===== config.mk =====
export PLATFORM = sky130hd
export DESIGN_NAME = op_ctrl_gen
export DESIGN_NICKNAME = d
export VERILOG_FILES = /design/src/rtl/op_ctrl_gen.sv
export SDC_FILE = /design/constraint.sdc
export NUM_CORES = 1
export LEC_CHECK = 0
export ABC_AREA = 1
export CAP_MARGIN = 25
export CELL_PAD_IN_SITES_DETAIL_PLACEMENT = 0
export CELL_PAD_IN_SITES_GLOBAL_PLACEMENT = 2
export CORE_MARGIN = 2
export CORE_UTILIZATION = 34
export DETAILED_ROUTE_END_ITERATION = 10
export PLACE_DENSITY_LB_ADDON = 0.1
export SYNTH_ARGS = -nofsm -noshare
export SYNTH_HDL_FRONTEND = slang
export SYNTH_SLANG_ARGS = --single-unit

===== constraint.sdc =====
create_clock -name clk -period 3.8 [get_ports clk]
set_clock_uncertainty 0.15 [all_clocks]
set_input_delay 0.76 -clock clk [delete_from_list [all_inputs] [get_ports clk]]
set_output_delay 0.76 -clock clk [all_outputs]
set_load 0.01 [all_outputs]

===== src/rtl/op_ctrl_gen.sv =====
`timescale 1ns/1ps
// op_ctrl_gen
// Sequential initiator for a unified-buffer op port. After a start pulse it
// waits START_DELAY cycles, then walks a 3-deep nested loop nest
// (EXT0 x EXT1 x EXT2). It raises en at most once every II cycles and
// presents the loop indices on ctrl_vars. stall freezes all sequencing.
// flush aborts the sweep and returns the block to idle.
// Optional feature: define OP_CTRL_HALF_VARS_EN to add the half_vars output
// (each ctrl_vars entry shifted right by one).
module op_ctrl_gen #(
  parameter int CTRL_W      = 16,
  parameter int EXT0        = 1,
  parameter int EXT1        = 64,
  parameter int EXT2        = 64,
  parameter int START_DELAY = 0,
  parameter int II          = 1
) (
  input  logic              clk,
  input  logic              rst_n,
  input  logic              flush,
  input  logic              start,
  input  logic              stall,
  output logic              en,
  output logic [CTRL_W-1:0] ctrl_vars [3],
`ifdef OP_CTRL_HALF_VARS_EN
  output logic [CTRL_W-1:0] half_vars [3],
`endif
  output logic              busy,
  output logic              done
);

  typedef enum logic [1:0] {S_IDLE, S_DELAY, S_RUN} state_t;

  // A zero start delay skips the DELAY state entirely.
  localparam state_t START_ST = (START_DELAY > 0) ? S_DELAY : S_RUN;

  // Terminal values. An extent of 2^CTRL_W maps to all-ones, so the index
  // wraps naturally at the top of its range.
  localparam logic [CTRL_W-1:0] LAST0    = CTRL_W'(EXT0 - 1);
  localparam logic [CTRL_W-1:0] LAST1    = CTRL_W'(EXT1 - 1);
  localparam logic [CTRL_W-1:0] LAST2    = CTRL_W'(EXT2 - 1);
  localparam logic [CTRL_W-1:0] DLY_LAST = CTRL_W'(START_DELAY - 1);
  localparam logic [CTRL_W-1:0] II_LAST  = CTRL_W'(II - 1);
  localparam logic [CTRL_W-1:0] ONE      = CTRL_W'(1);

  state_t            state_q;
  logic [CTRL_W-1:0] delay_cnt_q;
  logic [CTRL_W-1:0] ii_cnt_q;
  logic [CTRL_W-1:0] idx_q [3];
  logic [CTRL_W-1:0] idx_d [3];
  logic              done_q;
  logic              wrap2;
  logic              wrap1;
  logic              last_pt;

  // Odometer advance of the loop indices: the innermost index moves fastest.
  always_comb begin
    wrap2    = (idx_q[2] == LAST2);
    wrap1    = (idx_q[1] == LAST1);
    last_pt  = wrap2 && wrap1 && (idx_q[0] == LAST0);
    idx_d[0] = idx_q[0];
    idx_d[1] = idx_q[1];
    idx_d[2] = idx_q[2] + ONE;
    if (wrap2) begin
      idx_d[2] = '0;
      idx_d[1] = wrap1 ? '0 : (idx_q[1] + ONE);
      if (wrap1) begin
        idx_d[0] = idx_q[0] + ONE;
      end
    end
  end

  // Sequencing FSM: flush wins over everything, and stall freezes state and counters.
  always_ff @(posedge clk or negedge rst_n) begin
    if (!rst_n) begin
      state_q     <= S_IDLE;
      delay_cnt_q <= '0;
      ii_cnt_q    <= '0;
      done_q      <= 1'b0;
      for (int i = 0; i < 3; i++) idx_q[i] <= '0;
    end else if (flush) begin
      state_q     <= S_IDLE;
      delay_cnt_q <= '0;
      ii_cnt_q    <= '0;
      done_q      <= 1'b0;
      for (int i = 0; i < 3; i++) idx_q[i] <= '0;
    end else begin
      done_q <= 1'b0;
      if (!stall) begin
        case (state_q)
          S_IDLE: begin
            if (start) begin
              state_q     <= START_ST;
              delay_cnt_q <= '0;
              ii_cnt_q    <= '0;
            end
          end
          S_DELAY: begin
            if (delay_cnt_q == DLY_LAST) begin
              state_q     <= S_RUN;
              delay_cnt_q <= '0;
              ii_cnt_q    <= '0;
            end else begin
              delay_cnt_q <= delay_cnt_q + ONE;
            end
          end
          S_RUN: begin
            ii_cnt_q <= (ii_cnt_q == II_LAST) ? '0 : (ii_cnt_q + ONE);
            if (ii_cnt_q == '0) begin
              if (last_pt) begin
                state_q  <= S_IDLE;
                ii_cnt_q <= '0;
                done_q   <= 1'b1;
                for (int i = 0; i < 3; i++) idx_q[i] <= '0;
              end else begin
                for (int i = 0; i < 3; i++) idx_q[i] <= idx_d[i];
              end
            end
          end
          default: state_q <= S_IDLE;
        endcase
      end
    end
  end

  assign en   = (state_q == S_RUN) && (ii_cnt_q == '0) && !stall;
  assign busy = (state_q != S_IDLE);
  assign done = done_q;

  for (genvar gi = 0; gi < 3; gi++) begin : g_vars
    assign ctrl_vars[gi] = idx_q[gi];
`ifdef OP_CTRL_HALF_VARS_EN
    assign half_vars[gi] = idx_q[gi] >> 1;
`endif
  end

endmodule


# After elaboration in Yosys (flattened, before gate mapping)
# Index checks and enable logic that the tools add are counted.
word_totals:
  reg_bits: 83
  input_bits: 5
  wordCells: 75
  output_inout_bits: 51
classes:
  n_eq_ne: 10
  add_sub_neg: 5
  muxes: 32
  n_reduce_logical: 21
op_table:
  columns: ["operator", "count"]
  rows:
  - ["$mux 48", 6]
  - ["$mux 16", 12]
  - ["$add 16x1->16 const B", 5]
  - ["$pmux 16 s3", 1]
  - ["$eq 16x6->1 const B", 2]
  - ["$logic_not 16->1", 2]
  - ["$pmux 16 s2", 1]
  - ["$eq 16x16->1 const B", 1]
  - ["$mux 2", 6]
  - ["$ne 3x3->1 const B", 4]
  - ["$reduce_and 5->1", 2]
  - ["$reduce_bool 3->1", 3]
  - ["$reduce_and 4->1", 2]
  - ["$pmux 2 s3", 1]
  - ["$reduce_and 3->1", 2]
  - ["$reduce_bool 2->1", 3]
  - ["$mux 1", 5]
  - ["$logic_and 1x1->1", 4]
  - ["$reduce_bool 4->1", 1]
  - ["$eq 2x1->1 const B", 1]
  - ["$eq 2x2->1 const B", 1]
  - ["$logic_not 2->1", 1]
  - ["$ne 2x2->1 const B", 1]
  - ["$logic_not 1->1", 1]

# Depth between registers and ports, before layout
# Gate-level depths: netlist of run 1.
logic_depth:
  depth_word: 8
  mapped_depth: 10
  ltp_nobuf: 10

# Worst setup path after synthesis of run 1
# OpenSTA, ideal clock, no wires.
synth_timing:
  path_kind: "input to output"
  from: "input port stall"
  to: "output port en"
  path_buffers: 1
  path_stages: 4
  slack_ps: 1552
  arrival_ps: 1338
  cell_sequence: "inv_1 -> nand2_1 -> nor2_4 -> buf_4"
synth_via:
  elab_chain_len: 2
synth_lines:
  columns: ["element", "line_no", "source"]
  rows:
  - ["start: declaration", "22", "input logic stall,"]
  - ["$logic_not 1->1", "126", "assign en = (state_q == S_RUN) && (ii_cnt_q == '0) && !stall;"]
  - ["$logic_and 1x1->1", "126", null]
  - ["end: declaration", "23", "output logic en,"]
# No other way between the ends.

# Final worst setup path of run 1
# Same ends and word-level chain as after synthesis.

==> run_results.csv, run 1 <==
group,metric,value,unit
hold_path,holdPathEnd,"ii_cnt_q[15]$_DFFE_PN0P_",
sta,worst_pin_slew,0.9245,ns
run_status,status,"finished clean",
clock_network,cts_hold_buffers,0,
logic_synthesis,synth_seq_area_share,36.11,%
logic_synthesis,netlist_area,0.004573,sq mm
logic_synthesis,syn_avg_cell_area,6.877,sq um
sta,finalCritPeriodShare,83.13,%
worst_setup_path,startpoint_type,"input pin",
floorplan,floorplan.initialDensity,34.67,%
pwr,seq_power_share,39.5,%
worst_setup_path,cp_max_fo,4,
logic_synthesis,ys_ff_latch,66,
routing,drtPass1Iterations,4,
global_route,grt-ovfl-total,0,
place,placedCellCount,884,
finish,drive_gt1_share,7.735,%
worst_setup_path,crit_arrival,2.25,ns
pwr,swShare,27.42,%
clock_network,clock_latency,0.35,ns
floorplan,io_pins,56,
sta,relSlewSlack,38.37,%
hold_path,hp-class,"reg2reg",
floorplan,die_h,120.0,um
routing,antenna_left,0,
finish,fin_nets,730,
routing,via_count,4404,
worst_setup_path,r2r_cells,8,
sta,fmax,0.3165,GHz
worst_setup_path,critPathRequiredTime,2.89,ns
pwr,p_int,1.343,mW
sta,fin_setup_tns,0,ns
sta,hold_violations,0,
logic_synthesis,yosysTopAreaCell,"dfrtp_1",
finish,areaGrowthSynthToFinish,22.38,%
clock_network,clock_sinks,66,
finish,stdcell_count,900,
pwr,clkPwrFrac,49.6,%
clock_network,cts_setup_buffers,0,
hold_path,min_from,"ii_cnt_q[15]$_DFFE_PN0P_",
logic_synthesis,netlist_instances,665,
sta,rsz0062_at_grt,"false",
sta,drv_slew,0,
finish,layout_common_cells,"nand2_1 (182), nor2_1 (104), nand3_1 (70)",
routing,wl_per_cell,14.71,um
pwr,p_sw,0.5071,mW
logic_synthesis,syn_nets,676,
logic_synthesis,netlist.area_leader.share,36.11,%
pwr,combPwrFrac,11.0,%
hold_path,holdPathStages,2,
worst_setup_path,reg2reg_slack,1.38,ns
routing,drt-initial-drc-count,206,
floorplan,fp.dieW,120.0,um
pwr,worst_ir_drop_vdd,0.0001853,V
worst_setup_path,r2r-start,"ctrl_vars[0]$_DFFE_PN0P_",
finish,fin_util,42.43,%
place,gp_congestion,0.8039,
floorplan,dieArea,0.01439,sq mm
clock_network,htreeDepth,3,
clock_network,cts_resized,0,
logic_synthesis,synthDistinctLibCells,34,
clock_network,clock-root-buffer,"clkbuf_16",
clock_network,cts.clk_slew.worst_paths,0.06,ns
clock_network,numCtsBuffers,9,
routing,vias_per_cell,4.893,
place,hpwl,9406,um
clock_network,tritoncts,"done",
global_route,grt_usage,19.55,%
logic_synthesis,yosysWarningCount,0,
global_route,antenna_found_initial,0,
pwr,power_density,330.5,mW/mm^2
routing,drc_errors,0,
finish,diodes,0,
sta,setup_viol,0,
sta,whs,0.3577,ns
logic_synthesis,netlist_top_cells_area,"dfrtp_1 (36%), nand2_1 (15%), nor2_1 (8.5%), nand3_1 (7.7%), inv_1 (5.6%)",
pwr,power_leakage,2.506,nW
finish,layout_commonest_cell,"nand2_1",
floorplan,num_rows,42,
worst_setup_path,crit_type,"in2out",
worst_setup_path,end_kind,"primary output",
worst_setup_path,r2r_end,"ctrl_vars[12]$_DFFE_PN0P_",
finish,nFillCells,1423,
routing,drt_wl_total,13240,um
pwr,power,1.850,mW
global_route,grt_max_degree,67,
global_route,grt_pass1_wl,22200,um
clock_network,cts_buffer_depth,2,
flow_run,maxCapViolCount,0,
floorplan,core-area,0.01319,sq mm
global_route,grt_pass1_vias,4270,
place,place.port_buffers,55,
sta,min_period,3.159,ns
## cell usage after synthesis, drive strengths merged
cell    number
and3         1
xor2        22
nor3        20
nor2       112
or2          1
ha           6
clkbuf       4
dfrtp       66
a31oi        1
nand3       80
a21oi       10
nand2      189
inv         71
o21ai       27
nand4       32
o21bai       5
nand3b       1
xnor2        2
buf         13
nor4         2
## area by class of cell
type | count | area [sq um] | area share, %
Clock inverter | 7 | 92.59 | 1.654
Sequential cell | 66 | 1652 | 29.51
Tap cell | 176 | 220.2 | 3.935
Multi-Input combinational cell | 511 | 2557 | 45.70
Clock buffer | 9 | 225.2 | 4.024
Timing Repair Buffer | 60 | 583.1 | 10.42
Inverter | 71 | 266.5 | 4.762
## through the flow
stage	instance area (sq um)	worst slack, ns
after global routing	5597	0.5720
after detailed placement	5279	0.6359
after floorplan	4573	1.552
final	5597	0.6409
after global placement	5279	0.6256
after CTS	5597	0.6228
## flip-flops by register name, indices dropped and copies added (netlist names)
signal     cells
ctrl_vars     48
done           1
ii_cnt_q      16
state_q        1
## worst max-delay path, cell delays in order
cell and delay [ns]:
clkdlybuf4s50_1 0.45, inv_1 0.17, nand2_1 0.11, nor2_4 0.17, clkdlybuf4s50_1 0.58
## power groups by stage
stage          clock network, mW  logic [mW]  registers [mW]
2_1_floorplan                  0       0.128           0.739
3_3_place_gp                   0       0.207           0.743
3_5_place_dp                   0       0.208           0.743
4_1_cts                    0.946       0.208           0.730
5_1_grt                    0.971       0.227           0.733
6_report                   0.917       0.203           0.730
## how the worst max path moves through the flow
| stage | start | to | slack [ns] | cells past startpoint |
|---|---|---|---|---|
| final | stall | en | 0.64 | 5 |
| after global routing | stall | en | 0.57 | 5 |
| after CTS | stall | en | 0.62 | 5 |
| after detailed placement | stall | en | 0.64 | 5 |
| after global placement | stall | en | 0.63 | 5 |
| after floorplan | stall | en | 1.55 | 4 |
## kinds of logic after synthesis
kind of cell / synth area share [%]
AO/OA/AOI/OAI: 5.007
adder cells (fa/ha/maj): 1.642
AND/OR/NAND/NOR: 44.68
XOR/XNOR: 4.596
flip-flops: 36.11
buffers and inverters: 7.961
## layer usage
metal | up-vias | global-route usage, % | part of all wire [%]
met4 | 0 | 8.676 | 1.9
met5 | - | 0 | 0
met2 | 66 | 30.40 | 46
met3 | 16 | 3.279 | 2.5
met1 | 2059 | 26.64 | 50
li1 | 2263 | - | -
Power figures use the tool's default switching activity.
==> inputs of run 2 (changes only) <==
CORE_UTILIZATION = 28   (was 34)
clock period = 2.8 ns   (was 3.8 ns; I/O delays follow)
==> run 2 against run 1 <==
Flip-flop and latch count is the same. Highest routed layer unchanged. Hold slack lost 0.29 ns. Via count shrank 0.27%. Clock power grew 29%. Wire length grew 5.1%. Core utilization shrank 6.8 points. Total power grew 32%. Final cell count grew 4.9%. Global-route usage shrank 2.7 points.
==> run_results.csv, run 2 (same netlist as run 1, synthesis figures left out) <==
group,metric,value,unit
sta,relSlewSlack,48.90,%
worst_setup_path,cpMaxStageDelayCell,"dfrtp_1",
place,gp_congestion,0.7770,
clock_network,tritoncts,"done",
finish,nFillCells,1730,
hold_path,hp-class,"in2async",
worst_setup_path,crit_arrival,1.69,ns
routing,via_count,4392,
sta,min_period,2.404,ns
worst_setup_path,r2r_end,"ctrl_vars[32]$_DFFE_PN0P_",
finish,seqCellArea,0.001652,sq mm
routing,drc_errors,0,
pwr,p_sw,0.6581,mW
worst_setup_path,critPathRequiredTime,2.09,ns
finish,fin_util,35.66,%
routing,wl_per_cell,14.74,um
routing,antenna_left,0,
worst_setup_path,r2r-start,"ii_cnt_q[0]$_DFFE_PN0P_",
clock_network,numCtsBuffers,9,
finish,layout_common_cells,"nand2_1 (182), nor2_1 (104), nand3_1 (70)",
worst_setup_path,critPathMostFrequentCell,"nor2_4",
pwr,worst_ir_drop_vdd,0.0002741,V
clock_network,clock_sinks,66,
floorplan,fp.dieW,131.8,um
finish,multi_input_area,0.002557,sq mm
place,pre_cts_ws,0.2136,ns
pwr,combPwrFrac,11.6,%
clock_network,htreeDepth,3,
sta,finalCritPeriodShare,85.87,%
worst_setup_path,end_kind,"primary output",
pwr,p_int,1.790,mW
global_route,grt-ovfl-total,0,
place,placedCellCount,928,
finish,layout_commonest_cell,"nand2_1",
worst_setup_path,path_depth,7,
worst_setup_path,worstSetupEndpoint,"en",
finish,diodes,0,
pwr,swShare,26.88,%
routing,vias_per_cell,4.653,
floorplan,dieArea,0.01737,sq mm
sta,layout_setup_ws,0.3955,ns
clock_network,clock-root-buffer,"clkbuf_16",
clock_network,cts_buffer_depth,2,
finish,areaGrowthSynthToFinish,24.32,%
sta,rsz0062_at_grt,"false",
sta,fin_setup_tns,0,ns
routing,drt-initial-drc-count,188,
clock_network,clock_latency,0.34,ns
worst_setup_path,cpPeakStageDelay,0.41,ns
worst_setup_path,crit_start,"ii_cnt_q[0]$_DFFE_PN0P_",
worst_setup_path,cp_top_family,"simple AND/OR/NAND/NOR gates",
sta,drv_slew,0,
global_route,grt_pass1_wl,23410,um
place,place.port_buffers,55,
worst_setup_path,crit_buf_inv,2,
sta,worst_pin_slew,0.7585,ns
pwr,power_leakage,2.536,nW
global_route,grt_max_degree,57,
finish,stdcell_count,944,
global_route,grt_usage,16.87,%
pwr,power,2.448,mW
flow_run,maxCapViolCount,0,
pwr,power_density,430.6,mW/mm^2
place,hpwl,10180,um
worst_setup_path,reg2reg_slack,0.58,ns
routing,drtPass1Iterations,4,
floorplan,die_h,131.8,um
finish,fin_nets,734,
sta,fmax,0.4159,GHz
worst_setup_path,crit_chain,"inv_1 -> ha_1 -> nand3_1 -> nor2_4 -> nand2_2 -> nor2_4 -> dlymetal6s2s_1",
sta,setup_viol,0,
global_route,grt_pass1_vias,4403,
worst_setup_path,startpoint_type,"flop",
pwr,seq_power_share,40.3,%
finish,largest_reg_flops,48,
routing,drt_wl_total,13920,um
sta,hold_violations,0,
floorplan,io_pins,56,
worst_setup_path,crit_type,"reg2out",
floorplan,core-area,0.01594,sq mm
pwr,clkPwrFrac,48.1,%
worst_setup_path,cp_max_fo,4,
run_status,status,"finished clean",
floorplan,floorplan.initialDensity,28.68,%
floorplan,num_rows,46,
finish,drive_gt1_share,7.830,%
global_route,antenna_found_initial,0,
clock_network,cts.clk_slew.worst_paths,0.06,ns
worst_setup_path,r2r_cells,10,
[run 2: cell type report]
cell class	count	area share, %
clock buffer	14	4.643
clock inverter	2	0.6162
inverter	71	4.688
multi-input combinational	511	44.98
sequential	66	29.05
tap	216	4.754
timing repair buffer	64	11.27
[run 2: worst min-delay path by stage]
| stage | start | end | slack [ns] | cells past startpoint |
|---|---|---|---|---|
| floorplan | rst_n | ctrl_vars[0]$_DFFE_PN0P_ | 0.11 | 0 |
| global placement | ii_cnt_q[15]$_DFFE_PN0P_ | ii_cnt_q[15]$_DFFE_PN0P_ | 0.34 | 2 |
| detailed placement | ii_cnt_q[15]$_DFFE_PN0P_ | ii_cnt_q[15]$_DFFE_PN0P_ | 0.35 | 2 |
| CTS | rst_n | ctrl_vars[13]$_DFFE_PN0P_ | 0.08 | 1 |
| global route | rst_n | ctrl_vars[13]$_DFFE_PN0P_ | 0.10 | 1 |
| finish | rst_n | ctrl_vars[12]$_DFFE_PN0P_ | 0.07 | 1 |
[run 2: per-stage QoR]
step	cell area [sq um]	hold WS, ns
CTS	5683	0.07736
finish	5685	0.07007
global route	5685	0.1012
floorplan	4573	0.1144
detailed placement	5384	0.3516
global placement	5384	0.3438
[run 2: power by group through the flow]
stage / sequential, mW / combinational (mW) / clock, mW
floorplan: 1.00 / 0.174 / 0
global placement: 1.00 / 0.292 / 0
detailed placement: 1.00 / 0.293 / 0
CTS: 0.986 / 0.294 / 1.22
global route: 0.990 / 0.320 / 1.26
finish: 0.986 / 0.285 / 1.18
[run 2: worst register-to-register path, delay by kind of cell (launching register included)]
kind,cells,cell delay (ns)
buffers and inverters,2,0.36
adders and majority gates,1,0.15
and+or+nand+nor,7,1.04
DFF,1,0.41
[run 2: timing repair]
action,4_1_cts,5_1_grt
resized for setup,0,1
setup endpoints to repair,0,1
hold buffers,0,0
buffers inserted,0,0
[run 2: routing by layer]
metal | GRT usage, % | routed length [um] | vias up
li1 | - | - | 2266
met4 | 6.824 | 281 | 0
met3 | 2.268 | 375 | 17
met1 | 23.14 | 6830 | 2029
met5 | 0 | 0 | -
met2 | 26.91 | 6428 | 80
